**src/rtl/mips_pkg.sv**
```systemverilog
// Shared encodings for the MIPS EX-side stages.
// ALU select codes, ALU_op classes, opcode/funct values, operand routes.
package mips_pkg;

  localparam logic [3:0] ALU_AND = 4'b0000;
  localparam logic [3:0] ALU_OR  = 4'b0001;
  localparam logic [3:0] ALU_ADD = 4'b0010;
  localparam logic [3:0] ALU_SUB = 4'b0011;
  localparam logic [3:0] ALU_XOR = 4'b0100;
  localparam logic [3:0] ALU_SRL = 4'b1000;
  localparam logic [3:0] ALU_SLL = 4'b1001;
  localparam logic [3:0] ALU_SRA = 4'b1010;

  localparam logic [1:0] AOP_MEM = 2'b00;
  localparam logic [1:0] AOP_BR  = 2'b01;
  localparam logic [1:0] AOP_R   = 2'b10;
  localparam logic [1:0] AOP_I   = 2'b11;

  localparam logic [5:0] OPC_ADDI  = 6'h08;
  localparam logic [5:0] OPC_ADDIU = 6'h09;
  localparam logic [5:0] OPC_ANDI  = 6'h0C;
  localparam logic [5:0] OPC_ORI   = 6'h0D;
  localparam logic [5:0] OPC_XORI  = 6'h0E;

  localparam logic [5:0] FN_SLL  = 6'h00;
  localparam logic [5:0] FN_SRL  = 6'h02;
  localparam logic [5:0] FN_SRA  = 6'h03;
  localparam logic [5:0] FN_SLLV = 6'h04;
  localparam logic [5:0] FN_SRLV = 6'h06;
  localparam logic [5:0] FN_SRAV = 6'h07;
  localparam logic [5:0] FN_ADD  = 6'h20;
  localparam logic [5:0] FN_ADDU = 6'h21;
  localparam logic [5:0] FN_SUB  = 6'h22;
  localparam logic [5:0] FN_SUBU = 6'h23;
  localparam logic [5:0] FN_AND  = 6'h24;
  localparam logic [5:0] FN_OR   = 6'h25;
  localparam logic [5:0] FN_XOR  = 6'h26;

  typedef enum logic {
    OP1_RS,
    OP1_RT
  } op1_src_e;

  typedef enum logic [1:0] {
    OP2_RT,
    OP2_RS,
    OP2_IMM,
    OP2_RS5
  } op2_src_e;

endpackage

```
**src/rtl/ex_forward_mux.sv**
```systemverilog
// Per-operand bypass select: EX/MEM, then MEM/WB, then RF value.
// Register 0 is hardwired and is never bypassed.
module ex_forward_mux #(
  parameter int DWL = 32,
  parameter int RAW = 5
) (
  input  logic [RAW-1:0] i_addr,
  input  logic [DWL-1:0] i_rf_data,
  input  logic [RAW-1:0] i_exmem_rd,
  input  logic           i_exmem_regwr,
  input  logic [DWL-1:0] i_exmem_result,
  input  logic [RAW-1:0] i_memwb_rd,
  input  logic           i_memwb_regwr,
  input  logic [DWL-1:0] i_memwb_result,
  output logic [DWL-1:0] o_data
);

  logic w_nz;
  logic w_hit_exmem;
  logic w_hit_memwb;

  assign w_nz = |i_addr;
  assign w_hit_exmem = w_nz && i_exmem_regwr
                    && (i_exmem_rd == i_addr);
  assign w_hit_memwb = w_nz && i_memwb_regwr
                    && (i_memwb_rd == i_addr);

  // Younger producer (EX/MEM) takes priority.
  always_comb begin
    o_data = i_rf_data;
    if (w_hit_exmem)
      o_data = i_exmem_result;
    else if (w_hit_memwb)
      o_data = i_memwb_result;
  end

endmodule

```
**src/rtl/id_ex_operand_stage.sv**
```systemverilog
// ID/EX pipeline register with ALU_sel decode and operand forwarding.
// Routing is decoded in ID; bypass is applied after the register.
module id_ex_operand_stage
  import mips_pkg::*;
#(
  parameter int DWL = 32,
  parameter int RAW = 5
) (
  input  logic           CLK,
  input  logic           RST_n,
  input  logic           stall,
  input  logic           flush,
  input  logic           id_valid,
  input  logic [1:0]     id_alu_op,
  input  logic [5:0]     id_opcode,
  input  logic [5:0]     id_funct,
  input  logic [4:0]     id_shamt,
  input  logic [15:0]    id_imm16,
  input  logic [RAW-1:0] id_rs_addr,
  input  logic [RAW-1:0] id_rt_addr,
  input  logic [DWL-1:0] id_rs_data,
  input  logic [DWL-1:0] id_rt_data,
  input  logic [RAW-1:0] id_dest,
  input  logic [3:0]     id_ctl,
  input  logic [RAW-1:0] exmem_rd,
  input  logic           exmem_regwr,
  input  logic [DWL-1:0] exmem_result,
  input  logic [RAW-1:0] memwb_rd,
  input  logic           memwb_regwr,
  input  logic [DWL-1:0] memwb_result,
  output logic [3:0]     ALU_sel,
  output logic [DWL-1:0] Din1,
  output logic [DWL-1:0] Din2,
  output logic [DWL-1:0] ex_store_data,
  output logic [RAW-1:0] ex_dest,
  output logic [3:0]     ex_ctl,
  output logic           ex_valid,
  output logic           ex_illegal
);

  logic [3:0]     w_sel;
  op1_src_e       w_op1;
  op2_src_e       w_op2;
  logic [DWL-1:0] w_imm;
  logic           w_ill;
  logic [DWL-1:0] w_sext;
  logic [DWL-1:0] w_zext;
  logic [DWL-1:0] w_shamt;
  logic           w_bubble;

  logic [3:0]     r_sel;
  op1_src_e       r_op1;
  op2_src_e       r_op2;
  logic [DWL-1:0] r_imm;
  logic           r_ill;
  logic           r_valid;
  logic [3:0]     r_ctl;
  logic [RAW-1:0] r_dest;
  logic [RAW-1:0] r_rs_addr;
  logic [RAW-1:0] r_rt_addr;
  logic [DWL-1:0] r_rs_data;
  logic [DWL-1:0] r_rt_data;

  logic [DWL-1:0] w_rs_fwd;
  logic [DWL-1:0] w_rt_fwd;

  assign w_sext  = {{(DWL-16){id_imm16[15]}}, id_imm16};
  assign w_zext  = {{(DWL-16){1'b0}}, id_imm16};
  assign w_shamt = {{(DWL-5){1'b0}}, id_shamt};

  // Translate ALU_op/opcode/funct into ALU_sel and operand routes.
  always_comb begin
    w_sel = ALU_ADD;
    w_op1 = OP1_RS;
    w_op2 = OP2_IMM;
    w_imm = w_sext;
    w_ill = 1'b0;
    unique case (id_alu_op)
      AOP_MEM: begin
        w_sel = ALU_ADD;
      end
      AOP_BR: begin
        w_sel = ALU_SUB;
        w_op1 = OP1_RT;
        w_op2 = OP2_RS;
      end
      AOP_I: begin
        unique case (1'b1)
          (id_opcode == OPC_ANDI): begin
            w_sel = ALU_AND;
            w_imm = w_zext;
          end
          (id_opcode == OPC_ORI): begin
            w_sel = ALU_OR;
            w_imm = w_zext;
          end
          (id_opcode == OPC_XORI): begin
            w_sel = ALU_XOR;
            w_imm = w_zext;
          end
          (id_opcode == OPC_ADDI),
          (id_opcode == OPC_ADDIU): begin
            w_sel = ALU_ADD;
          end
          default: begin
            w_ill = 1'b1;
          end
        endcase
      end
      default: begin
        w_op2 = OP2_RT;
        unique case (1'b1)
          (id_funct == FN_ADD),
          (id_funct == FN_ADDU): begin
            w_sel = ALU_ADD;
          end
          (id_funct == FN_SUB),
          (id_funct == FN_SUBU): begin
            w_sel = ALU_SUB;
            w_op1 = OP1_RT;
            w_op2 = OP2_RS;
          end
          (id_funct == FN_AND): w_sel = ALU_AND;
          (id_funct == FN_OR):  w_sel = ALU_OR;
          (id_funct == FN_XOR): w_sel = ALU_XOR;
          (id_funct == FN_SLL): begin
            w_sel = ALU_SLL;
            w_op1 = OP1_RT;
            w_op2 = OP2_IMM;
            w_imm = w_shamt;
          end
          (id_funct == FN_SRL): begin
            w_sel = ALU_SRL;
            w_op1 = OP1_RT;
            w_op2 = OP2_IMM;
            w_imm = w_shamt;
          end
          (id_funct == FN_SRA): begin
            w_sel = ALU_SRA;
            w_op1 = OP1_RT;
            w_op2 = OP2_IMM;
            w_imm = w_shamt;
          end
          (id_funct == FN_SLLV): begin
            w_sel = ALU_SLL;
            w_op1 = OP1_RT;
            w_op2 = OP2_RS5;
          end
          (id_funct == FN_SRLV): begin
            w_sel = ALU_SRL;
            w_op1 = OP1_RT;
            w_op2 = OP2_RS5;
          end
          (id_funct == FN_SRAV): begin
            w_sel = ALU_SRA;
            w_op1 = OP1_RT;
            w_op2 = OP2_RS5;
          end
          default: begin
            w_ill = 1'b1;
          end
        endcase
      end
    endcase
  end

  // An unstalled load of a non-instruction becomes a bubble.
  assign w_bubble = flush || (!stall && !id_valid);

  // ID/EX register: flush beats stall beats load.
  always_ff @(posedge CLK or negedge RST_n) begin
    if (!RST_n) begin
      r_sel     <= 4'b0000;
      r_op1     <= OP1_RS;
      r_op2     <= OP2_RT;
      r_imm     <= '0;
      r_ill     <= 1'b0;
      r_valid   <= 1'b0;
      r_ctl     <= 4'b0000;
      r_dest    <= '0;
      r_rs_addr <= '0;
      r_rt_addr <= '0;
      r_rs_data <= '0;
      r_rt_data <= '0;
    end else if (w_bubble) begin
      r_sel     <= ALU_ADD;
      r_op1     <= OP1_RS;
      r_op2     <= OP2_IMM;
      r_imm     <= '0;
      r_ill     <= 1'b0;
      r_valid   <= 1'b0;
      r_ctl     <= 4'b0000;
      r_dest    <= '0;
      r_rs_addr <= '0;
      r_rt_addr <= '0;
      r_rs_data <= '0;
      r_rt_data <= '0;
    end else if (!stall) begin
      r_sel     <= w_sel;
      r_op1     <= w_op1;
      r_op2     <= w_op2;
      r_imm     <= w_imm;
      r_ill     <= w_ill;
      r_valid   <= 1'b1;
      r_ctl     <= id_ctl;
      r_dest    <= id_dest;
      r_rs_addr <= id_rs_addr;
      r_rt_addr <= id_rt_addr;
      r_rs_data <= id_rs_data;
      r_rt_data <= id_rt_data;
    end
  end

  ex_forward_mux #(.DWL(DWL), .RAW(RAW)) u_fwd_rs (
    .i_addr         (r_rs_addr),
    .i_rf_data      (r_rs_data),
    .i_exmem_rd     (exmem_rd),
    .i_exmem_regwr  (exmem_regwr),
    .i_exmem_result (exmem_result),
    .i_memwb_rd     (memwb_rd),
    .i_memwb_regwr  (memwb_regwr),
    .i_memwb_result (memwb_result),
    .o_data         (w_rs_fwd)
  );

  ex_forward_mux #(.DWL(DWL), .RAW(RAW)) u_fwd_rt (
    .i_addr         (r_rt_addr),
    .i_rf_data      (r_rt_data),
    .i_exmem_rd     (exmem_rd),
    .i_exmem_regwr  (exmem_regwr),
    .i_exmem_result (exmem_result),
    .i_memwb_rd     (memwb_rd),
    .i_memwb_regwr  (memwb_regwr),
    .i_memwb_result (memwb_result),
    .o_data         (w_rt_fwd)
  );

  // Route bypassed values onto the ALU operand buses.
  always_comb begin
    Din1 = w_rs_fwd;
    if (r_op1 == OP1_RT)
      Din1 = w_rt_fwd;
    Din2 = w_rt_fwd;
    unique case (r_op2)
      OP2_RT:  Din2 = w_rt_fwd;
      OP2_RS:  Din2 = w_rs_fwd;
      OP2_IMM: Din2 = r_imm;
      default: Din2 = {{(DWL-5){1'b0}}, w_rs_fwd[4:0]};
    endcase
  end

  assign ex_store_data = w_rt_fwd;
  assign ALU_sel       = r_sel;
  assign ex_dest       = r_dest;
  assign ex_ctl        = r_ctl;
  assign ex_valid      = r_valid;
  assign ex_illegal    = r_ill;

endmodule

```
**config.mk**
```make
export PLATFORM = sky130hd
export DESIGN_NAME = id_ex_operand_stage
export DESIGN_NICKNAME = d
export VERILOG_FILES = /design/src/rtl/mips_pkg.sv /design/src/rtl/ex_forward_mux.sv /design/src/rtl/id_ex_operand_stage.sv
export SDC_FILE = /design/constraint.sdc
export NUM_CORES = 1
export LEC_CHECK = 0
export CORE_AREA = 4 4 136 138
export CTS_BUF_LIST = sky130_fd_sc_hd__clkbuf_8
export CTS_CLUSTER_SIZE = 16
export DETAILED_ROUTE_END_ITERATION = 10
export DIE_AREA = 0 0 140 142
export PLACE_DENSITY = 0.87
export RECOVER_POWER = 25
export SETUP_SLACK_MARGIN = 0.1
export SKIP_LAST_GASP = 1
export SLEW_MARGIN = 20
export SYNTH_ARGS = -nofsm -noshare
export SYNTH_HDL_FRONTEND = slang
export SYNTH_SLANG_ARGS = --single-unit
```
**constraint.sdc**
```tcl
create_clock -name CLK -period 3.55 [get_ports CLK]
set_input_delay 0.8875 -clock CLK [delete_from_list [all_inputs] [get_ports CLK]]
set_output_delay 0.8875 -clock CLK [all_outputs]
set_load 0.01 [all_outputs]
```
* After elaboration in Yosys (flattened, before gate mapping)
Cells that the tools add are included.
Widths: inputs -> output; s select.
** Cells by class
- Reductions and logical operators :: 29
- Equal/unequal tests :: 26
- Multiplexer cells :: 43
** Operator list (count)
- $mux 32 :: 13
- $pmux 32 s3 :: 1
- $pmux 32 s2 :: 1
- $eq 6x6->1 const B :: 7
- $eq 6x4->1 const B :: 5
- $mux 5 :: 6
- $pmux 4 s7 :: 1
- $eq 5x5->1 :: 4
- $eq 6x3->1 const B :: 3
- $mux 4 :: 4
- $reduce_or 5->1 :: 3
- $reduce_or 13->1 :: 1
- $eq 6x2->1 const B :: 2
- $pmux 4 s3 :: 1
- $reduce_or 2->1 :: 6
- $logic_and 1x1->1 :: 9
- $mux 1 :: 9
- $pmux 3 s3 :: 1
- $reduce_or 3->1 :: 3
- $reduce_or 8->1 :: 1
- $logic_not 6->1 :: 1
- $pmux 2 s3 :: 1
- $eq 2x1->1 const B :: 2
- $eq 2x2->1 const B :: 2
- other kinds (7) :: 11
** Word-level totals
- Output and inout bits :: 111
- Logic and storage cells :: 110
- Input bits :: 199
- Register bits after elaboration :: 124

* Longest topological paths before layout
- Depth in word-level cells :: 6
- Mapped depth :: 8
- Mapped depth without buffers :: 6

* Modules after synthesis
From an unflattened synthesis, not the netlist that was laid out.
** Second synthesis, totals
- Cells, all modules :: 777
- Area, all modules :: 7078.0 um^2
** Modules (own cells, without submodules)
- id_ex_operand_stage :: cells an instance 439, seq. area each 2727.6 um^2, instances 1, area an instance 5181.2 um^2
- ex_forward_mux :: cells an instance 169, seq. area each 0.0 um^2, instances 2, area an instance 948.4 um^2

* Worst setup path before layout
Ideal clock, no wire load.
- Path kind :: input port to output port
- Start point :: input memwb_rd[0]
- End point :: output Din2[10]
- Arrival :: 2.547 ns
- Stages :: 7
- Setup slack :: 0.116 ns
- Path buffers :: 2
- Data required time :: 2.663 ns
- Path through :: xor2_1 > or4b_1 > clkbuf_1 > buf_6 > o31ai_2 > a311oi_1 > or3_1
** Between the ends
- Word-level cells in the longest chain between the ends :: 5
- Elaborated cells between the ends (all ways) :: 9
- Classes of those cells :: 2 x eq/ne; 5 x mux; 2 x reduce/logical
** RTL lines
- start: declaration :: RTL line id_ex_operand_stage.sv:28 : input logic [RAW-1:0] memwb_rd,
- $eq 5x5->1 :: RTL line ex_forward_mux.sv:26 : && (i_memwb_rd == i_addr);
- $logic_and 1x1->1 :: RTL line ex_forward_mux.sv:26
- $mux 32 :: RTL line ex_forward_mux.sv:33 : else if (w_hit_memwb)
- $mux 32 :: RTL line ex_forward_mux.sv:31 : if (w_hit_exmem)
- $pmux 32 s3 * :: RTL line id_ex_operand_stage.sv:244 : unique case (r_op2)
- end: declaration :: RTL line id_ex_operand_stage.sv:33 : output logic [DWL-1:0] Din2,
Mark *: on every way between the ends. The rest lies on a longest branch, timed or not.

* Worst setup path in the final report
- Start point :: input memwb_rd[1]
- End point :: output Din2[29]
The elaborated chain is that of the path after synthesis.

==> impl_metrics.env <==
export IMPL_num_rows=48
export IMPL_r2r_start="r_op2[0]"
export IMPL_syn_num_nets=1061
export IMPL_synthToLayoutAreaGrowth_pct=97.7
export IMPL_antenna_left=0
export IMPL_cpPeakStageDelay_ps=570
export IMPL_holdPathEnd="r_imm[4]"
export IMPL_yosys_top_cells_count="dfrtp_1 (109), a22o_1 (96), clkbuf_1 (74)"
export IMPL_grt_ovfl_total=0
export IMPL_slew_viol_final=63
export IMPL_drtIter0Drc=1700
export IMPL_critical_path_buf_inv_count=4
export IMPL_clk_pin_slew_ps=110
export IMPL_synth_seq_cells=109
export IMPL_gp_congestion=0.977
export IMPL_cp_slowest_cell="or4b_4"
export IMPL_power_density_nw_per_um2=245
export IMPL_final_hold_viol_count=0
export IMPL_fin_crit_sh_pct=110
export IMPL_grt_pass1_wl_microns=62700
export IMPL_synth_area_per_cell_sq_um=8.90
export IMPL_min_delay_start="r_imm[4]"
export IMPL_cts_buffers=9
export IMPL_crit_type="input pin to primary output"
export IMPL_fin_tns_setup_ps=-14040
export IMPL_yosys_warnings=0
export IMPL_insertion_delay_ps=400
export IMPL_synth_top_area_share_pct=35.8
export IMPL_hold_path_class="flop to flop"
export IMPL_synth_edf_count=0
export IMPL_grtUsageTotal_pct=40.1
export IMPL_skew_ps=0
export IMPL_die_y_microns=142
export IMPL_firstDrtPassIters=8
export IMPL_violations="max-capacitance violations, max-slew violations, negative setup slack"
export IMPL_synth_area_leaders="dfrtp_1 (36%), a22o_1 (11%), a31oi_1 (4.5%)"
export IMPL_setup_ws_ps=-369
export IMPL_multi_input_area_sq_um=6270
export IMPL_place_port_buffers=309
export IMPL_period_minus_slack_ps=3920
export IMPL_routedWlPerCell_microns=32.5
export IMPL_ir_worst_vdd_mv=0.238
export IMPL_reg2regPathDepth=4
export IMPL_startpoint_type="input pin"
export IMPL_max_slew_margin_rel_pct=-16.5
export IMPL_ctsHtreeMaxLevel=3
export IMPL_whs_path_depth=2
export IMPL_setup_viol=72
export IMPL_regArea_sq_um=2730
export IMPL_rsz0062_at_grt="yes"
export IMPL_cts_root_buf="clkbuf_8"
export IMPL_dieWidth_microns=140
export IMPL_hold_slack_ps=496
export IMPL_crit_chain="buf_6, xor2_2, or4b_4, buf_12, buf_12, o31ai_4, a31oi_2, a221o_1, buf_2"
export IMPL_clockBufferDepth=2
export IMPL_nNetsFinal=1497
export IMPL_n_antenna_cell=0
export IMPL_hpwl_microns=25300
export IMPL_r2r_slack_ps=2250
export IMPL_synth_most_common_cell="dfrtp_1"
export IMPL_core_sq_um=17200
export IMPL_crit_required_ps=2660
export IMPL_arrival_ps=3030
export IMPL_max_cap_violations=1
export IMPL_cpMostUsedCell="buf_12"
export IMPL_grt_pass1_vias=10900
export IMPL_cts_tree="built"
export IMPL_wirelength_microns=49500
export IMPL_ys_flop_type="dfrtp_1"
export IMPL_grt_max_degree=106
export IMPL_die_area_sq_um=19900
export IMPL_crit_fanout=8
export IMPL_grt_antenna_before_repair=3
export IMPL_clock_fmax_ghz=0.255
export IMPL_p_leak_nw=6.37
export IMPL_crit_family="compound AO/OA/AOI/OAI gates"
export IMPL_drc=0
export IMPL_via_per_inst=7.53
export IMPL_synth_cell_types=56
export IMPL_fillers=782
export IMPL_endpoint_kind="primary output"
export IMPL_io_pins=310
export IMPL_vias=11500
export IMPL_start_util_pct=44.4
export IMPL_drive_above_1_share_pct=44.7
export IMPL_cts_sinks=109
export IMPL_tightest_slew_ps=1750
export IMPL_async_flop_share_pct=100
export IMPL_netlist_instances=857
export IMPL_timing_rr_end="r_op2[0]"
export IMPL_synth_top_area_cell="dfrtp_1"
export IMPL_synth_cell_area_sq_um=7630
export IMPL_status="finished with violations"
export IMPL_yosysSeqAreaShare_pct=35.8
## repair_timing
item	CTS	global route
endpoints found under the hold margin	0	0
setup buffers	40	53
endpoints found under the setup margin	96	96
cloned	9	5
hold buffers	0	0
gates resized for setup	671	229
pin swaps	94	90
## logic make-up (layout without fill, tap and decap cells)
family	count (synthesis)	count (layout)	synth area share, %
AOI/OAI and AO/OA	335	335	34.2
xor gates and xnor gates	20	20	2.30
adders and majority gates	5	5	0.820
buffers and inverters	109	550	5.87
DFF	109	109	35.8
muxes	27	27	3.90
and+or+nand+nor	252	252	17.1
## registers in the layout (all words and copies together) (netlist names)
signal and count:
ALU_sel 4, ex_ctl 4, ex_dest 5, ex_illegal 1
ex_valid 1, r_imm 17, r_op1 1, r_op2 2
r_rs_addr 5, r_rs_data 32, r_rt_addr 5, r_rt_data 32
## per-layer routing
metal / routed length (microns) / global-route usage, % / part of all wire (%) / vias up
li1: - / - / - / 4313
met1: 15300 / 47.3 / 31 / 5289
met2: 22100 / 63.8 / 45 / 1338
met3: 7260 / 13.1 / 15 / 521
met4: 4790 / 25.0 / 9.7 / 6
met5: 34 / 0 / 0.069 / -
## area by class of cell
type	count	area share, %
Clock buffer	9	0.822
Clock inverter	7	0.631
Inverter	8	0.199
Multi-Input combinational cell	639	41.6
Sequential cell	109	18.1
Tap cell	225	1.87
Timing Repair Buffer	526	36.8
## worst max-delay path by stage
stage / slack [ps] / startpoint / cells past startpoint / end
6_report: -370 / memwb_rd[1] / 9 / Din2[29]
5_1_grt: -440 / r_rs_addr[0] / 9 / Din1[13]
4_1_cts: -350 / memwb_rd[3] / 9 / Din2[5]
3_5_place_dp: -970 / memwb_rd[0] / 9 / Din2[10]
3_3_place_gp: -940 / memwb_rd[0] / 9 / Din2[8]
2_1_floorplan: 120 / memwb_rd[0] / 7 / Din2[10]
## placed cells by master (no fill, tap or decap), types with 26 or more instances in the layout
| master | Yosys | layout |
|---|---|---|
| clkdlybuf4s50_1 | 0 | 200 |
| dfrtp_1 | 109 | 106 |
| buf_4 | 3 | 104 |
| buf_6 | 1 | 100 |
| a22o_1 | 96 | 96 |
| nand2_1 | 50 | 50 |
| buf_2 | 15 | 45 |
| buf_12 | 0 | 44 |
| nand3_1 | 46 | 34 |
| o31ai_4 | 0 | 31 |
| nor3_1 | 64 | 30 |
| a31oi_2 | 0 | 26 |
## power breakdown
part | leakage, nW | internal [mW] | total [mW] | switching [mW]
Clock | 0.116 | 0.402 | 0.898 | 0.496
Sequential | 1.48 | 1.29 | 1.34 | 0.0555
Combinational | 4.78 | 0.710 | 1.46 | 0.749
## worst reg2reg max path: cells and delay by family, from the launching register on
| family | cells | cell delay (ps) |
|---|---|---|
| AO/OA/AOI/OAI | 1 | 140 |
| buffers and inverters | 3 | 600 |
| flip-flops | 1 | 440 |
## through the flow
stage               worst slack, ps  util [%]  area [sq um]  power [mW]  std cells
global placement               -939      68.7         11800        2.37       1413
global route                   -445      87.8         15100        3.79       1523
CTS                            -348      80.3         13800        3.43       1475
floorplan                       116         -          7630        1.71        857
finish                         -369      87.8         15100        3.70       1523
detailed placement             -971      68.7         11800        2.38       1413
No activity file was read; power rests on OpenSTA's default activity.
==> patch 1: new RTL, config.mk and constraints unchanged <==
`RAW` is set to 5 in 2 places; all go to 4.
--- a/src/rtl/ex_forward_mux.sv
+++ b/src/rtl/ex_forward_mux.sv
@@ -4,3 +4,3 @@
   parameter int DWL = 32,
-  parameter int RAW = 5
+  parameter int RAW = 4
 ) (
--- a/src/rtl/id_ex_operand_stage.sv
+++ b/src/rtl/id_ex_operand_stage.sv
@@ -6,3 +6,3 @@
   parameter int DWL = 32,
-  parameter int RAW = 5
+  parameter int RAW = 4
 ) (
Ports: changed (6 resized); port bits go from 310 to 304. No check against the original RTL was run, so the function may have changed too.
==> patch 1 against the original RTL <==
  * Worst setup slack better by 0.084 ns
  * First-iteration DRC count up 2.9%
  * The run still ends with capacitance limit, slew limit, setup timing left
  * Count of clock-buffer cells in the layout unchanged
  * Hold slack worse by 0.016 ns
  * Critical path type unchanged
  * Synthesized cell count down 6.8%
  * Core utilization down 4.8 points
  * Clock power down 15%
  * Non-clock buffer count down 15
  * Sequential cell count down 3
  * Routed wire length down 2.9%
  * Highest routed layer unchanged
  * Total power down 8.7%
  * Cell area down 5.5%
  * Area after synthesis down 7.0%
  * Global-route usage down 0.81 points
  * Largest power group unchanged
==> patch 1: results (changes against the original RTL) <==
<table>
<tr><th>Metric</th><th>Value</th></tr>
<tr><th colspan="2">Status</th></tr>
<tr><td>Run status</td><td>finished with violations</td></tr>
<tr><td>Failing checks</td><td>capacitance limit, slew limit, setup timing</td></tr>
<tr><th colspan="2">Yosys</th></tr>
<tr><td>Synthesized netlist cell count</td><td>799 (-6.8%)</td></tr>
<tr><td>Leading post-synthesis cells by instance count</td><td>sky130_fd_sc_hd__dfrtp_1 (106), sky130_fd_sc_hd__a22o_1 (91), sky130_fd_sc_hd__o21ai_0 (78), sky130_fd_sc_hd__a311oi_1 (70), sky130_fd_sc_hd__nand3_1 (70)</td></tr>
<tr><td>Biggest area contributors in the synthesized netlist</td><td>sky130_fd_sc_hd__dfrtp_1 (37%), sky130_fd_sc_hd__a22o_1 (11%), sky130_fd_sc_hd__a311oi_1 (8.6%)</td></tr>
<tr><th colspan="2">Routing</th></tr>
<tr><td>Wirelength per Cell</td><td>32.9 um (+1.3%)</td></tr>
<tr><td>Iteration-0 DRC count of the detailed router</td><td>1,749 (+2.9%)</td></tr>
<tr><td>Number of iterations in the first detailed-routing pass</td><td>7 (-1)</td></tr>
<tr><th colspan="2">GRT</th></tr>
<tr><td>Total GRT Usage</td><td>39.3% (-0.81 points)</td></tr>
<tr><td>Antenna violations before repair</td><td>5 (+2)</td></tr>
<tr><td>Pin count of the biggest net entering global routing</td><td>61 (-42%)</td></tr>
<tr><td>First-pass GRT wire length</td><td>60,900 um (-2.8%)</td></tr>
<tr><td>Vias in the first global route</td><td>10,100 (-7.0%)</td></tr>
<tr><th colspan="2">Clocking</th></tr>
<tr><td>Clock-pin slew reported for the worst setup and hold paths after clock tree synthesis</td><td>0.09 ns (-0.02 ns)</td></tr>
<tr><th colspan="2">Flow run</th></tr>
<tr><td>Number of violations of the max-capacitance limit</td><td>1 (unchanged)</td></tr>
<tr><th colspan="2">Placed design</th></tr>
<tr><td>Setup slack at placement</td><td>-0.960 ns (+0.0109 ns)</td></tr>
<tr><td>Area after detailed placement</td><td>0.0112 mm2 (-5.5%)</td></tr>
<tr><td>DP HPWL</td><td>24,100 um (-4.9%)</td></tr>
<tr><td>Dpl cells</td><td>1,349 (-4.5%)</td></tr>
<tr><th colspan="2">Layout</th></tr>
<tr><td>Net count, final</td><td>1,430 (-4.5%)</td></tr>
<tr><td>Share of post-route cells with drive strength above 1</td><td>44.3% (-0.36 points)</td></tr>
<tr><th colspan="2">Timing</th></tr>
<tr><td>Final Max Tran Viols</td><td>61 (-3.2%)</td></tr>
<tr><td>Final setup violation count</td><td>61 (-15%)</td></tr>
<tr><td>Final worst-path setup slack</td><td>-0.285 ns (+0.0843 ns)</td></tr>
<tr><td>Worst-margin pin slew</td><td>1.65 ns (-0.0955 ns)</td></tr>
<tr><th colspan="2">Hold path</th></tr>
<tr><td>Hold-critical path depth</td><td>1 (-1)</td></tr>
</table>
[patch 1: cell count changes in the layout (fill, tap and decap cells not counted), moves of 17 or more]
cell | before | now
sky130_fd_sc_hd__a311oi_2 | 19 | 44
sky130_fd_sc_hd__o21ai_0 | 18 | 35
sky130_fd_sc_hd__a31oi_2 | 26 | 6
sky130_fd_sc_hd__a21o_1 | 10 | 28
sky130_fd_sc_hd__o31ai_4 | 31 | 0
sky130_fd_sc_hd__nand4_1 | 25 | 5
sky130_fd_sc_hd__nand2_1 | 50 | 25
sky130_fd_sc_hd__nor3_2 | 14 | 39
sky130_fd_sc_hd__nand3_2 | 8 | 26
[patch 1: routing by layer]
| layer | share of wire (%) | track usage, % |
|---|---|---|
| met5 | 0.079 | 0 |
| met4 | 9.2 | 22.5 |
| met3 | 15 | 13.2 |
| met2 | 44 | 63.0 |
| met1 | 32 | 46.5 |
[patch 1: layout make-up]
type	instances	area [um2]	area share, %
Sequential cell	106	2660	18.7
Timing Repair Buffer	511	5300	37.2
Clock inverter	5	50.0	0.351
Clock buffer	9	124	0.869
Inverter	6	22.5	0.158
Multi-Input combinational cell	597	5810	40.8
Antenna cell	1	2.50	0.0176
Tap cell	225	282	1.98
[patch 1: critical path, delay by kind of cell]
kind	cells	cell delay (ns)
XOR/XNOR	1	0.19
AND/OR/NAND/NOR	2	0.43
buffers and inverters	8	0.97
AO/OA/AOI/OAI	2	0.44
[patch 1: final timing paths]
kind / to / slack [ns]
max: Din1[31] / -0.28
min in group asynchronous: r_rs_data[18] / 0.88
max in group asynchronous: ex_illegal / 0.61
min: ALU_sel[0] / 0.48
min reg2reg: ALU_sel[0] / 0.48
max reg2reg: r_op1 / 2.02
[patch 1: power groups by stage]
stage / sequential, mW / clock, mW / combinational [mW]
after detailed placement: 1.31 / 0 / 0.945
final: 1.30 / 0.762 / 1.31
after CTS: 1.29 / 0.751 / 1.08
after global routing: 1.30 / 0.807 / 1.34
after global placement: 1.31 / 0 / 0.934
after floorplan: 1.30 / 0 / 0.321
[patch 1: what timing repair did]
item | 4_1_cts | 5_1_grt
buffers inserted | 49 | 37
endpoints found under the setup margin | 96 | 95
resized for setup | 537 | 312
cloned | 11 | 8
pin swaps | 89 | 89
hold buffers | 0 | 0
[patch 1: logic make-up after synthesis]
| kind of cell | synth area share, % |
|---|---|
| DFF | 37.4 |
| buffers and inverters | 5.91 |
| adders and majority gates | 0.882 |
| muxes | 1.50 |
| xor gates and xnor gates | 1.60 |
| and+or+nand+nor | 16.3 |
| AOI/OAI and AO/OA | 36.4 |
==> patch 2: new RTL, same settings <==
Without the edit above. The 4 values of `op2_src_e` get a one-hot encoding in 4 bits.
--- a/src/rtl/mips_pkg.sv
+++ b/src/rtl/mips_pkg.sv
@@ -43,7 +43,7 @@
 
-  typedef enum logic [1:0] {
-    OP2_RT,
-    OP2_RS,
-    OP2_IMM,
-    OP2_RS5
+  typedef enum logic [3:0] {
+    OP2_RT  = 4'b0001,
+    OP2_RS  = 4'b0010,
+    OP2_IMM = 4'b0100,
+    OP2_RS5 = 4'b1000
   } op2_src_e;
Formal check against the unedited RTL: same outputs for any inputs over 4 cycles, from zero or initial values and one cycle with RST_n low; so few cycles prove little.
==> patch 2 against the original RTL <==
  * The flow finishes with violations (DRC, capacitance limit, slew limit, setup timing)
  * Non-clock buffer count fell by 35
  * Total power fell by 8.1%
  * Worst setup slack got worse by 0.014 ns
  * Cell area fell by 7.0%
  * Combinational power fell by 14%
  * Area after synthesis rose by 0.79%
  * Largest cell class unchanged
  * Routed wire length fell by 20%
  * Highest routed layer is now met4
  * Fmax fell by 0.37%
  * Sequential cell count rose by 2
==> patch 2: results (changes against the original RTL) <==
<table>
<tr><th>Metric</th><th>Value</th></tr>
<tr><th colspan="2">Status</th></tr>
<tr><td>Run status</td><td>finished with violations</td></tr>
<tr><td>Failing checks</td><td>DRC, capacitance limit, slew limit, setup timing</td></tr>
<tr><th colspan="2">Layout</th></tr>
<tr><td>Clock buf count</td><td>10 (+1)</td></tr>
<tr><td>Multi-input comb cells</td><td>590 (-7.7%)</td></tr>
<tr><td>Area occupied by registers</td><td>0.00278 mm2 (+1.8%)</td></tr>
<tr><td>Util after Layout</td><td>81.7% (-6.1 points)</td></tr>
<tr><td>Relative area of clock buffers and inverters in the final design</td><td>1.35% (-0.11 points)</td></tr>
<tr><th colspan="2">Yosys</th></tr>
<tr><td>Mapped Area</td><td>0.00769 mm2 (+0.79%)</td></tr>
<tr><td>Count of unique library cells instantiated by Yosys</td><td>55 (-1.8%)</td></tr>
<tr><td>Synthesized-area fraction occupied by xor and xnor cells</td><td>2.28% (-0.018 points)</td></tr>
<tr><th colspan="2">Routing</th></tr>
<tr><td>Wirelength per Cell</td><td>27.2 um (-16%)</td></tr>
<tr><td>Length of routed wiring on met1</td><td>14,000 um (-8.5%)</td></tr>
<tr><td>Met2 layer wire length in the routed design</td><td>19,000 um (-14%)</td></tr>
<tr><td>Number of iterations in the first detailed-routing pass</td><td>10 (+2)</td></tr>
<tr><td>Vias after detailed routing</td><td>9,759 (-15%)</td></tr>
<tr><td>Final routed DRC violation total</td><td>2 (+2)</td></tr>
<tr><td>Iteration-0 DRC count of the detailed router</td><td>1,206 (-29%)</td></tr>
<tr><th colspan="2">Placed design</th></tr>
<tr><td>DP HPWL</td><td>25,000 um (-1.3%)</td></tr>
<tr><td>Routability cong.</td><td>0.941 (-3.7%)</td></tr>
<tr><th colspan="2">GRT</th></tr>
<tr><td>Vias in the first global route</td><td>10,100 (-7.5%)</td></tr>
<tr><td>First-pass GRT wire length</td><td>57,600 um (-8.0%)</td></tr>
<tr><td>GRT met2 Usage</td><td>62.3% (-1.5 points)</td></tr>
<tr><td>Total GRT Usage</td><td>36.9% (-3.3 points)</td></tr>
<tr><td>Antenna violations before repair</td><td>1 (-2)</td></tr>
<tr><th colspan="2">Power</th></tr>
<tr><td>Max IR drop VDD</td><td>0.260 mV (+9.3%)</td></tr>
<tr><th colspan="2">Critical path</th></tr>
<tr><td>Reg-to-reg setup timing slack</td><td>2.51 ns (+0.26 ns)</td></tr>
<tr><th colspan="2">Timing</th></tr>
<tr><td>Final worst-path setup slack</td><td>-0.383 ns (-0.0144 ns)</td></tr>
<tr><td>Final Max Tran Viols</td><td>59 (-6.3%)</td></tr>
<tr><td>Final setup violation count</td><td>96 (+33%)</td></tr>
<tr><th colspan="2">Flow run</th></tr>
<tr><td>Number of violations of the max-capacitance limit</td><td>1 (unchanged)</td></tr>
</table>
[patch 2: cell types whose count changed in the layout (fill, tap and decap cells not counted), sizes merged, moves of 8 or more]
| cell | before | now |
|---|---|---|
| a21o | 10 | 1 |
| a221o | 16 | 32 |
| a311oi | 36 | 0 |
| a31o | 16 | 0 |
| a31oi | 55 | 65 |
| and2 | 1 | 18 |
| and3 | 12 | 0 |
| buf | 309 | 273 |
| inv | 12 | 31 |
| mux2 | 22 | 32 |
| nand2 | 50 | 42 |
| nand3 | 46 | 16 |
| nor4 | 11 | 25 |
| or3 | 12 | 21 |
[patch 2: worst register-to-register path: cells and delay by family (launching register included)]
kind            cells  cell delay, ns
flops               1            0.46
buf+inv             2            0.29
compound gates      1            0.19
[patch 2: timing repair]
action	CTS	global route
pin swaps	90	57
buffers inserted	27	23
gates cloned	7	1
setup endpoints to repair	96	96
resized for setup	624	90
